## src/rtl/motor_cmd_arbiter.sv

```systemverilog
`default_nettype none
// ============================================================================
// Module   : motor_cmd_arbiter
// Brief    : Grants the motor speed datapath to PLC or HMI and slews speed
//            toward the owner's command. Speed ramps to zero before ownership
//            is handed over. Defining MOTOR_ARB_WDOG_EN adds the keep-alive
//            watchdog.
// Revision : 1.0 - initial release
// ============================================================================
module motor_cmd_arbiter #(
    parameter int TICK_DIV   = 16,
    parameter int RAMP_STEP  = 16,
    parameter int WDOG_TICKS = 64
) (
    input  logic       clk,
    input  logic       rst_n,
    input  logic       ena,
    input  logic       estop,
    input  logic       plc_req,
    input  logic [3:0] plc_accel,
    input  logic [3:0] plc_brake,
    input  logic       plc_alive,
    input  logic       hmi_req,
    input  logic [3:0] hmi_accel,
    input  logic [3:0] hmi_brake,
    input  logic       hmi_alive,
    output logic       plc_gnt,
    output logic       hmi_gnt,
    output logic [7:0] speed,
    output logic [1:0] state,
    output logic       wdog_flag
);

    typedef enum logic [1:0] {
        ST_IDLE   = 2'd0,
        ST_RUN    = 2'd1,
        ST_RAMPDN = 2'd2,
        ST_ESTOP  = 2'd3
    } state_t;

    localparam int              c_PW        = $clog2(TICK_DIV);
    localparam logic [c_PW-1:0] c_PRESC_MAX = c_PW'(TICK_DIV - 1);
    localparam logic [8:0]      c_STEP      = 9'(RAMP_STEP);

    state_t          r_state, w_state_nxt;
    logic [c_PW-1:0] r_presc, w_presc_nxt, w_presc_run;
    logic [7:0]      r_speed, w_speed_nxt;
    logic            r_plc_gnt, w_plc_gnt_nxt;
    logic            r_hmi_gnt, w_hmi_gnt_nxt;
    logic            r_last_hmi, w_last_hmi_nxt;
    logic            w_tick, w_owner_req, w_pick_hmi, w_expired;
    logic            w_grant, w_wdog_trip;
    logic [3:0]      w_accel, w_brake, w_diff;
    logic [7:0]      w_target;
    logic [8:0]      w_sum_up, w_gap_dn;

    assign w_tick      = (r_presc == c_PRESC_MAX);
    assign w_presc_run = w_tick ? '0 : r_presc + 1'b1;
    assign w_owner_req = r_hmi_gnt ? hmi_req   : plc_req;
    assign w_accel     = r_hmi_gnt ? hmi_accel : plc_accel;
    assign w_brake     = r_hmi_gnt ? hmi_brake : plc_brake;
    assign w_diff      = w_accel - w_brake;
    assign w_target    = (w_accel > w_brake) ? {w_diff, 4'b0000} : 8'd0;
    assign w_sum_up    = {1'b0, r_speed} + c_STEP;
    assign w_gap_dn    = {1'b0, r_speed} - {1'b0, w_target};
    // r_last_hmi resets high so the PLC wins the first tie
    assign w_pick_hmi  = hmi_req && (!plc_req || !r_last_hmi);

    always_comb begin
        w_state_nxt    = r_state;
        w_presc_nxt    = r_presc;
        w_speed_nxt    = r_speed;
        w_plc_gnt_nxt  = r_plc_gnt;
        w_hmi_gnt_nxt  = r_hmi_gnt;
        w_last_hmi_nxt = r_last_hmi;
        w_grant        = 1'b0;
        w_wdog_trip    = 1'b0;
        if (estop) begin
            w_state_nxt   = ST_ESTOP;
            w_presc_nxt   = '0;
            w_speed_nxt   = 8'd0;
            w_plc_gnt_nxt = 1'b0;
            w_hmi_gnt_nxt = 1'b0;
        end else begin
            case (r_state)
                ST_IDLE: begin
                    w_presc_nxt = '0;
                    if (plc_req || hmi_req) begin
                        w_grant        = 1'b1;
                        w_state_nxt    = ST_RUN;
                        w_plc_gnt_nxt  = !w_pick_hmi;
                        w_hmi_gnt_nxt  = w_pick_hmi;
                        w_last_hmi_nxt = w_pick_hmi;
                    end
                end
                ST_RUN: begin
                    w_presc_nxt = w_presc_run;
                    // Losing ownership takes precedence over a coincident tick
                    if (!w_owner_req || w_expired) begin
                        w_wdog_trip   = w_owner_req;
                        w_plc_gnt_nxt = 1'b0;
                        w_hmi_gnt_nxt = 1'b0;
                        if (r_speed == 8'd0) begin
                            w_state_nxt = ST_IDLE;
                            w_presc_nxt = '0;
                        end else begin
                            w_state_nxt = ST_RAMPDN;
                        end
                    end else if (w_tick) begin
                        if (r_speed < w_target)
                            w_speed_nxt = (w_sum_up > {1'b0, w_target}) ? w_target : w_sum_up[7:0];
                        else if (r_speed > w_target)
                            w_speed_nxt = (w_gap_dn <= c_STEP) ? w_target : r_speed - c_STEP[7:0];
                    end
                end
                ST_RAMPDN: begin
                    w_presc_nxt = w_presc_run;
                    if (w_tick) begin
                        if ({1'b0, r_speed} <= c_STEP) begin
                            w_speed_nxt = 8'd0;
                            w_state_nxt = ST_IDLE;
                            w_presc_nxt = '0;
                        end else begin
                            w_speed_nxt = r_speed - c_STEP[7:0];
                        end
                    end
                end
                default: begin
                    w_presc_nxt = '0;
                    if (!plc_req && !hmi_req)
                        w_state_nxt = ST_IDLE;
                end
            endcase
        end
    end

    always_ff @(posedge clk or negedge rst_n) begin
        if (!rst_n) begin
            r_state    <= ST_IDLE;
            r_presc    <= '0;
            r_speed    <= 8'd0;
            r_plc_gnt  <= 1'b0;
            r_hmi_gnt  <= 1'b0;
            r_last_hmi <= 1'b1;
        end else if (ena) begin
            r_state    <= w_state_nxt;
            r_presc    <= w_presc_nxt;
            r_speed    <= w_speed_nxt;
            r_plc_gnt  <= w_plc_gnt_nxt;
            r_hmi_gnt  <= w_hmi_gnt_nxt;
            r_last_hmi <= w_last_hmi_nxt;
        end
    end

`ifdef MOTOR_ARB_WDOG_EN
    localparam int              c_WW       = $clog2(WDOG_TICKS + 1);
    localparam logic [c_WW-1:0] c_WDOG_LIM = c_WW'(WDOG_TICKS);

    logic [c_WW-1:0] r_wdog_cnt, w_wdog_inc;
    logic            r_wdog_flag, w_owner_alive;

    assign w_owner_alive = r_hmi_gnt ? hmi_alive : plc_alive;
    assign w_wdog_inc    = r_wdog_cnt + 1'b1;
    assign w_expired     = w_tick && !w_owner_alive && (w_wdog_inc >= c_WDOG_LIM);

    always_ff @(posedge clk or negedge rst_n) begin
        if (!rst_n) begin
            r_wdog_cnt  <= '0;
            r_wdog_flag <= 1'b0;
        end else if (ena) begin
            if (w_grant) begin
                r_wdog_cnt  <= '0;
                r_wdog_flag <= 1'b0;
            end else begin
                if (r_state == ST_RUN) begin
                    if (w_owner_alive)
                        r_wdog_cnt <= '0;
                    else if (w_tick)
                        r_wdog_cnt <= w_wdog_inc;
                end
                if (w_wdog_trip)
                    r_wdog_flag <= 1'b1;
            end
        end
    end

    assign wdog_flag = r_wdog_flag;
`else
    logic w_unused_wdog;

    assign w_expired     = 1'b0;
    assign wdog_flag     = 1'b0;
    assign w_unused_wdog = ^{plc_alive, hmi_alive, w_grant, w_wdog_trip};
`endif

    assign plc_gnt = r_plc_gnt;
    assign hmi_gnt = r_hmi_gnt;
    assign speed   = r_speed;
    assign state   = r_state;

endmodule
`default_nettype wire

```

## config.mk

```make
export PLATFORM = sky130hd
export DESIGN_NAME = motor_cmd_arbiter
export DESIGN_NICKNAME = d
export VERILOG_FILES = /design/src/rtl/motor_cmd_arbiter.sv
export SDC_FILE = /design/constraint.sdc
export NUM_CORES = 1
export LEC_CHECK = 0
export CAP_MARGIN = 40
export CORE_AREA = 5 5 61 63
export CTS_CLUSTER_DIAMETER = 80
export DETAILED_ROUTE_END_ITERATION = 12
export DIE_AREA = 0 0 66 68
export PLACE_DENSITY = 0.82
export SLEW_MARGIN = 20
export SYNTH_ARGS = -nofsm -noshare
export SYNTH_HDL_FRONTEND = slang
export SYNTH_SLANG_ARGS = --single-unit
export TNS_END_PERCENT = 30
```

## constraint.sdc

```tcl
create_clock -name clk -period 5.9 [get_ports clk]
set_input_delay 0.885 -clock clk [delete_from_list [all_inputs] [get_ports clk]]
set_output_delay 0.885 -clock clk [all_outputs]
set_load 0.01 [all_outputs]
```

==> results_dict.tcl <==
set metrics [dict create \
    hold_buffers 0 \
    antenna_found_initial 0 \
    synth.yosys.seq_area_share_pct 20.49 \
    die_x_um 66 \
    core_sq_um 3179 \
    route.detailed.drc 0 \
    finalWorstSetupSlack_ps 1606 \
    worst_pin_slew_ps 548.9 \
    synthMuxAreaShare_pct 11.07 \
    wire_per_inst_um 12.95 \
    clock_path_buffers 2 \
    cts_root_buffer "clkbuf_4" \
    p_sw_share_pct 49.11 \
    nets 261 \
    gr-total-overflow 0 \
    clk_pin_slew_ps 80 \
    synth_commonest_cells "ha_1 (21), inv_1 (14), nor2_1 (13), dfrtp_1 (12), mux2i_1 (12)" \
    max_cap_violations 0 \
    p_per_area_nw_per_um2 467.0 \
    power_switching_uw 440.7 \
    rsz0062_at_grt "no" \
    clock_latency_ps 270 \
    fin_skew_ps 1.694 \
    gp_congestion 0.8179 \
    area_growth_pct 20.56 \
    synthXorXnorAreaFrac_pct 2.747 \
    syn_area_sq_um 1594 \
    wirelength_mm 3.353 \
    grt_max_degree 14 \
    synth_cells 185 \
    die_h_um 68 \
    ys_ff_latch 13 \
    synth-compound-area-share_pct 20.17 \
    synth_top_family_by_area "compound AO/OA/AOI/OAI gates" \
    htree_levels 1 \
    synthAdderAreaFrac_pct 19.00 \
    fmax_ghz 0.2329 \
    cts.sinks 13 \
    cp_slowest_cell "clkdlybuf4s50_1" \
    criticalPathCategory "input port to flip-flop" \
    antenna_cells 0 \
    drv_slew 0 \
    dpl.hpwl_mm 2.779 \
    outcome "finished, final reports clean" \
    synth_edf_count 0 \
    synth-main-ff-cell "dfrtp_1" \
    vias 1389 \
    drive_gt1_share_pct 7.042 \
    relSlewSlack_pct 62.83 \
    hold_viol 0 \
    yosysWarnings 0 \
    cts_buffers 3 \
    initial_core_util_pct 50.14 \
    syn_area_per_cell_sq_um 8.616 \
    p_comb_share_pct 74.8 \
    irDropWorstVdd_mv 0.2567 \
    async_reset_ff_share_pct 100.0 \
    grt_pass1_vias 1372 \
    synth_top_area_cell "dfrtp_1" \
    cp.arrival_ps 4490 \
    period_share_pct 72.78 \
    synth_top_area_share_pct 18.84 \
    setup-violations-final 0 \
    drtPass1Iterations 4 \
    synth.area.top_cells "dfrtp_1 (19%), ha_1 (16%), mux2i_1 (7.5%)" \
    drt_iter0_markers 59 \
    clkPwrFrac_pct 6.0 \
    cp-end-kind "flip-flop" \
    yosys.area_share.simple_pct 19.15 \
    viasPerCell 5.363 \
    slowest_delay_ps 450 \
    worstPathRequired_ps 6100 \
    fp-row-count 21 \
    grt_pass1_wl_mm 5.906 \
    grt_usage_pct 16.31 \
    min_period_ps 4294 \
    hp-class "flip-flop to flip-flop" \
    dp_slack_ps 1346 \
    port_buffers 29 \
    p_leak_uw 0.0008294 \
    p_int_uw 456.8 \
    post_cts_buffers 0 \
    io_pins 37 \
    share_seq_of_total_power_pct 19.2 \
    worst_setup_path_start_kind "input port" \
    cts_tree "built" \
    cts_resized 0 \
    fin_setup_tns_ps 0 \
    dieArea_sq_um 4488 \
    synth_most_common_cell "ha_1" \
    worstPathCellList "clkdlybuf4s50_1 > mux2_2 > ha_1 > inv_1 > fa_1 > a21o_1 > a21o_1 > nor2b_1 > ha_1 > fa_1 > nor2_1 > nand4_1 > a211oi_1 > o22ai_1 > or2_2 > a31oi_1" \
    cp_max_fo 4 \
    ant_nets 0 \
    yosysUniqueCellTypes 51 \
]
-- per-layer routing --
metal	wire, um	global-route usage (%)
met3	219	3.941
met5	0	0
met1	1644	21.83
met4	0	0
met2	1489	28.54
-- worst max-delay path, delay by kind of cell --
kind / cells / cell delay (ps)
buf+inv: 2 / 510
simple gates: 4 / 710
compound gates: 5 / 1050
mux: 1 / 140
fa+ha+maj: 4 / 1210
-- power by group through the flow --
stage	combinational [uW]	sequential, uW	clock (uW)
floorplan	509	161	0
detailed placement	667	174	0
CTS	670	173	57.0
finish	671	172	54.2
global route	758	181	62.7
global placement	650	174	0
-- cells in the final DEF, fill, tap and decap left out, types with 2 or more instances in the layout --
cell             netlist  final
a22oi_1                2      2
a31oi_1                5      5
nand4_1                3      3
or2_2                  3      3
nand2b_1               3      3
a21o_1                 2      2
xnor2_1                2      2
o211ai_1               3      3
o21ai_0               11     11
fa_1                   2      2
inv_1                 14     14
ha_1                  21     21
clkdlybuf4s50_1        0     29
dfrtp_1               12     12
a21oi_1                9      9
nand3_1                8      8
nor2_1                13     13
mux2i_1               12     12
xor2_1                 3      3
clkbuf_4               0      3
nand2_1                8      8
conb_1                 1      5
mux2_2                 5      5
or3_1                  2      2
nor2b_1                6      6
nor3_1                 3      3
-- flip-flops by register name, summed over array words and instances, names as in the netlist --
name	flops
hmi_gnt	1
speed	4
r_last_hmi	1
plc_gnt	1
state	2
r_presc	4
-- final timing paths --
check	depth (start not counted)	startpoint	slack, ps	to
worst max-delay path	16	hmi_brake[0]	1610	speed[7]$_DFFE_PN0P_
worst min-delay path	1	plc_gnt$_DFFE_PN0P_	510	plc_gnt$_DFFE_PN0P_
worst max register to register	13	hmi_gnt$_DFFE_PN0P_	1880	speed[4]$_DFFE_PN0P_
worst min register to register	1	plc_gnt$_DFFE_PN0P_	510	plc_gnt$_DFFE_PN0P_
max in group asynchronous	1	rst_n	4570	r_last_hmi$_DFFE_PN1P_
min in group asynchronous	1	rst_n	960	speed[7]$_DFFE_PN0P_
-- final cells by class --
class | count | area, sq um
multi-input combinational | 153 | 1169
sequential | 13 | 326.6
inverter | 14 | 52.55
timing repair buffer | 29 | 290.3
fill | 281 | 1257
tap | 46 | 57.56
clock buffer | 4 | 26.28
-- cells by family after synthesis --
| kind of cell | count (synthesis) |
|---|---|
| compound gates | 46 |
| xor+xnor | 5 |
| fa+ha+maj | 23 |
| buf+inv | 23 |
| flops | 13 |
| mux | 17 |
| other cells | 1 |
| simple gates | 57 |
-- metrics by stage --
step | utilization [%] | instances | total power, uW | area, sq um | hold slack [ps]
3_3_place_gp | 59.62 | 255 | 823.3 | 1896 | 495.3
5_1_grt | 60.45 | 259 | 1002 | 1922 | 548.5
3_5_place_dp | 59.62 | 255 | 841.4 | 1896 | 492.1
2_1_floorplan | - | 189 | 669.7 | 1609 | 481.1
4_1_cts | 60.45 | 259 | 899.8 | 1922 | 511.0
6_report | 60.45 | 259 | 897.5 | 1922 | 509.4
Power figures use the tool's default switching activity.
==> variant, RTL diff (config.mk and constraints unchanged) <==
The option `MOTOR_ARB_WDOG_EN` is turned on by a define.
--- a/src/rtl/motor_cmd_arbiter.sv
+++ b/src/rtl/motor_cmd_arbiter.sv
@@ -7,6 +7,8 @@
 //            watchdog.
 // Revision : 1.0 - initial release
 // ============================================================================
+`define MOTOR_ARB_WDOG_EN
+
 module motor_cmd_arbiter #(
     parameter int TICK_DIV   = 16,
     parameter int RAMP_STEP  = 16,
Function: same outputs for any inputs over 4 cycles, from zero or initial values and one cycle with rst_n low; that may be too few to reach the edited logic, so the function may still have changed.
==> variant against the unedited design <==
  * Total power is 24% higher
  * Highest routed layer is now met4
  * Critical path depth is 3 lower
  * Setup slack worse by 200 ps
  * Design area is 33% higher
  * Critical endpoint is now speed[5]
  * Largest power group unchanged
  * Sequential cell count is 8 higher
  * Sequential power is 32% higher
  * Routed wire length is 48% higher
  * Non-clock buffer count is 4 higher
  * Synthesized area is 38% higher
==> variant: results <==
{
  "power.leakage_uw": 0.00108,
  "critPathMaxFanout": 5,
  "yosysUniqueCellTypes": 72,
  "wl_um": 4960,
  "grt_pass1_vias": 1924,
  "synthTopCellsByArea": "dfrtp_1, ha_1, nand3_1",
  "synthAdderAreaFrac_pct": 13.8,
  "grt_max_degree": 17,
  "grt_usage_pct": 22.9,
  "status": "complete, no violations",
  "regToRegEndpoint": "speed[5]",
  "worstHoldStart": "r_wdog_cnt[0]",
  "post-place-ws_ps": 1140,
  "routabilityCongestion": 0.928,
  "ir_drop_uv": 343,
  "ys_seq_area_share_pct": 24.0,
  "io_buffers": 32,
  "synth-compound-area-share_pct": 25.1,
  "power.internal_uw": 573,
  "fin_skew_ps": 1.75,
  "whs_endpoint": "r_wdog_cnt[0]",
  "dp_hpwl_um": 3910,
  "worstPathArrival_ps": 4700,
  "fillCellCount": 224,
  "final_layout_size_suffix_gt1_share_pct": 9.09,
  "r2r_slack_ps": 1480,
  "whs_ps": 519,
  "drtIter0Drc": 181,
  "synth_commonest_cells": "ha_1, dfrtp_1, nand2_1, inv_1, nand3_1"
}
variant: changes by cell type after synthesis, moves of 4 or more:
cell,unedited run,this run
dfrtp_1,12,20
mux2i_1,12,5
o21ai_1,0,5
nand2_1,8,14
and3_1,1,7
o31ai_1,1,8
a31oi_1,5,1
nand3_1,8,13
nor3b_1,0,5
variant: power by group through the flow:
stage,clock [uW],combinational (uW),sequential (uW)
4_1_cts,73.4,800,227
6_report,73.1,813,227
5_1_grt,79.5,897,235
3_3_place_gp,0,792,228
2_1_floorplan,0,634,208
3_5_place_dp,0,795,229
variant: final cells by class:
cell class	instances	area (sq um)	share of cell area, %
multi-input combinational	204	1570	61.1
tap	46	57.6	2.25
timing repair buffer	33	335	13.1
clock buffer	3	22.5	0.879
inverter	13	48.8	1.91
sequential	21	527	20.6
clock inverter	1	5.00	0.195
variant: worst max path at each step:
| stage | start | end | slack (ps) | cells past startpoint |
|---|---|---|---|---|
| after global routing | plc_accel[1] | speed[7] | 1250 | 13 |
| final | plc_accel[1] | speed[5] | 1410 | 13 |
| after detailed placement | plc_accel[1] | speed[5] | 1140 | 13 |
| after floorplan | hmi_gnt | speed[5] | 1800 | 13 |
| after CTS | plc_accel[1] | speed[6] | 1450 | 13 |
| after global placement | plc_brake[0] | speed[6] | 1310 | 15 |
variant: cell families after synthesis:
logic type / after synthesis
muxes: 12
other: 1
AOI/OAI and AO/OA: 72
xor gates and xnor gates: 7
adders and majority gates: 23
DFF: 21
and+or+nand+nor: 86
buffers and inverters: 25
variant: metal layers:
| layer | wire length (um) | track usage, % |
|---|---|---|
| met2 | 2480 | 40.8 |
| met4 | 89 | 10.4 |
| met5 | 0 | 0 |
| met1 | 2200 | 28.0 |
| met3 | 186 | 2.30 |
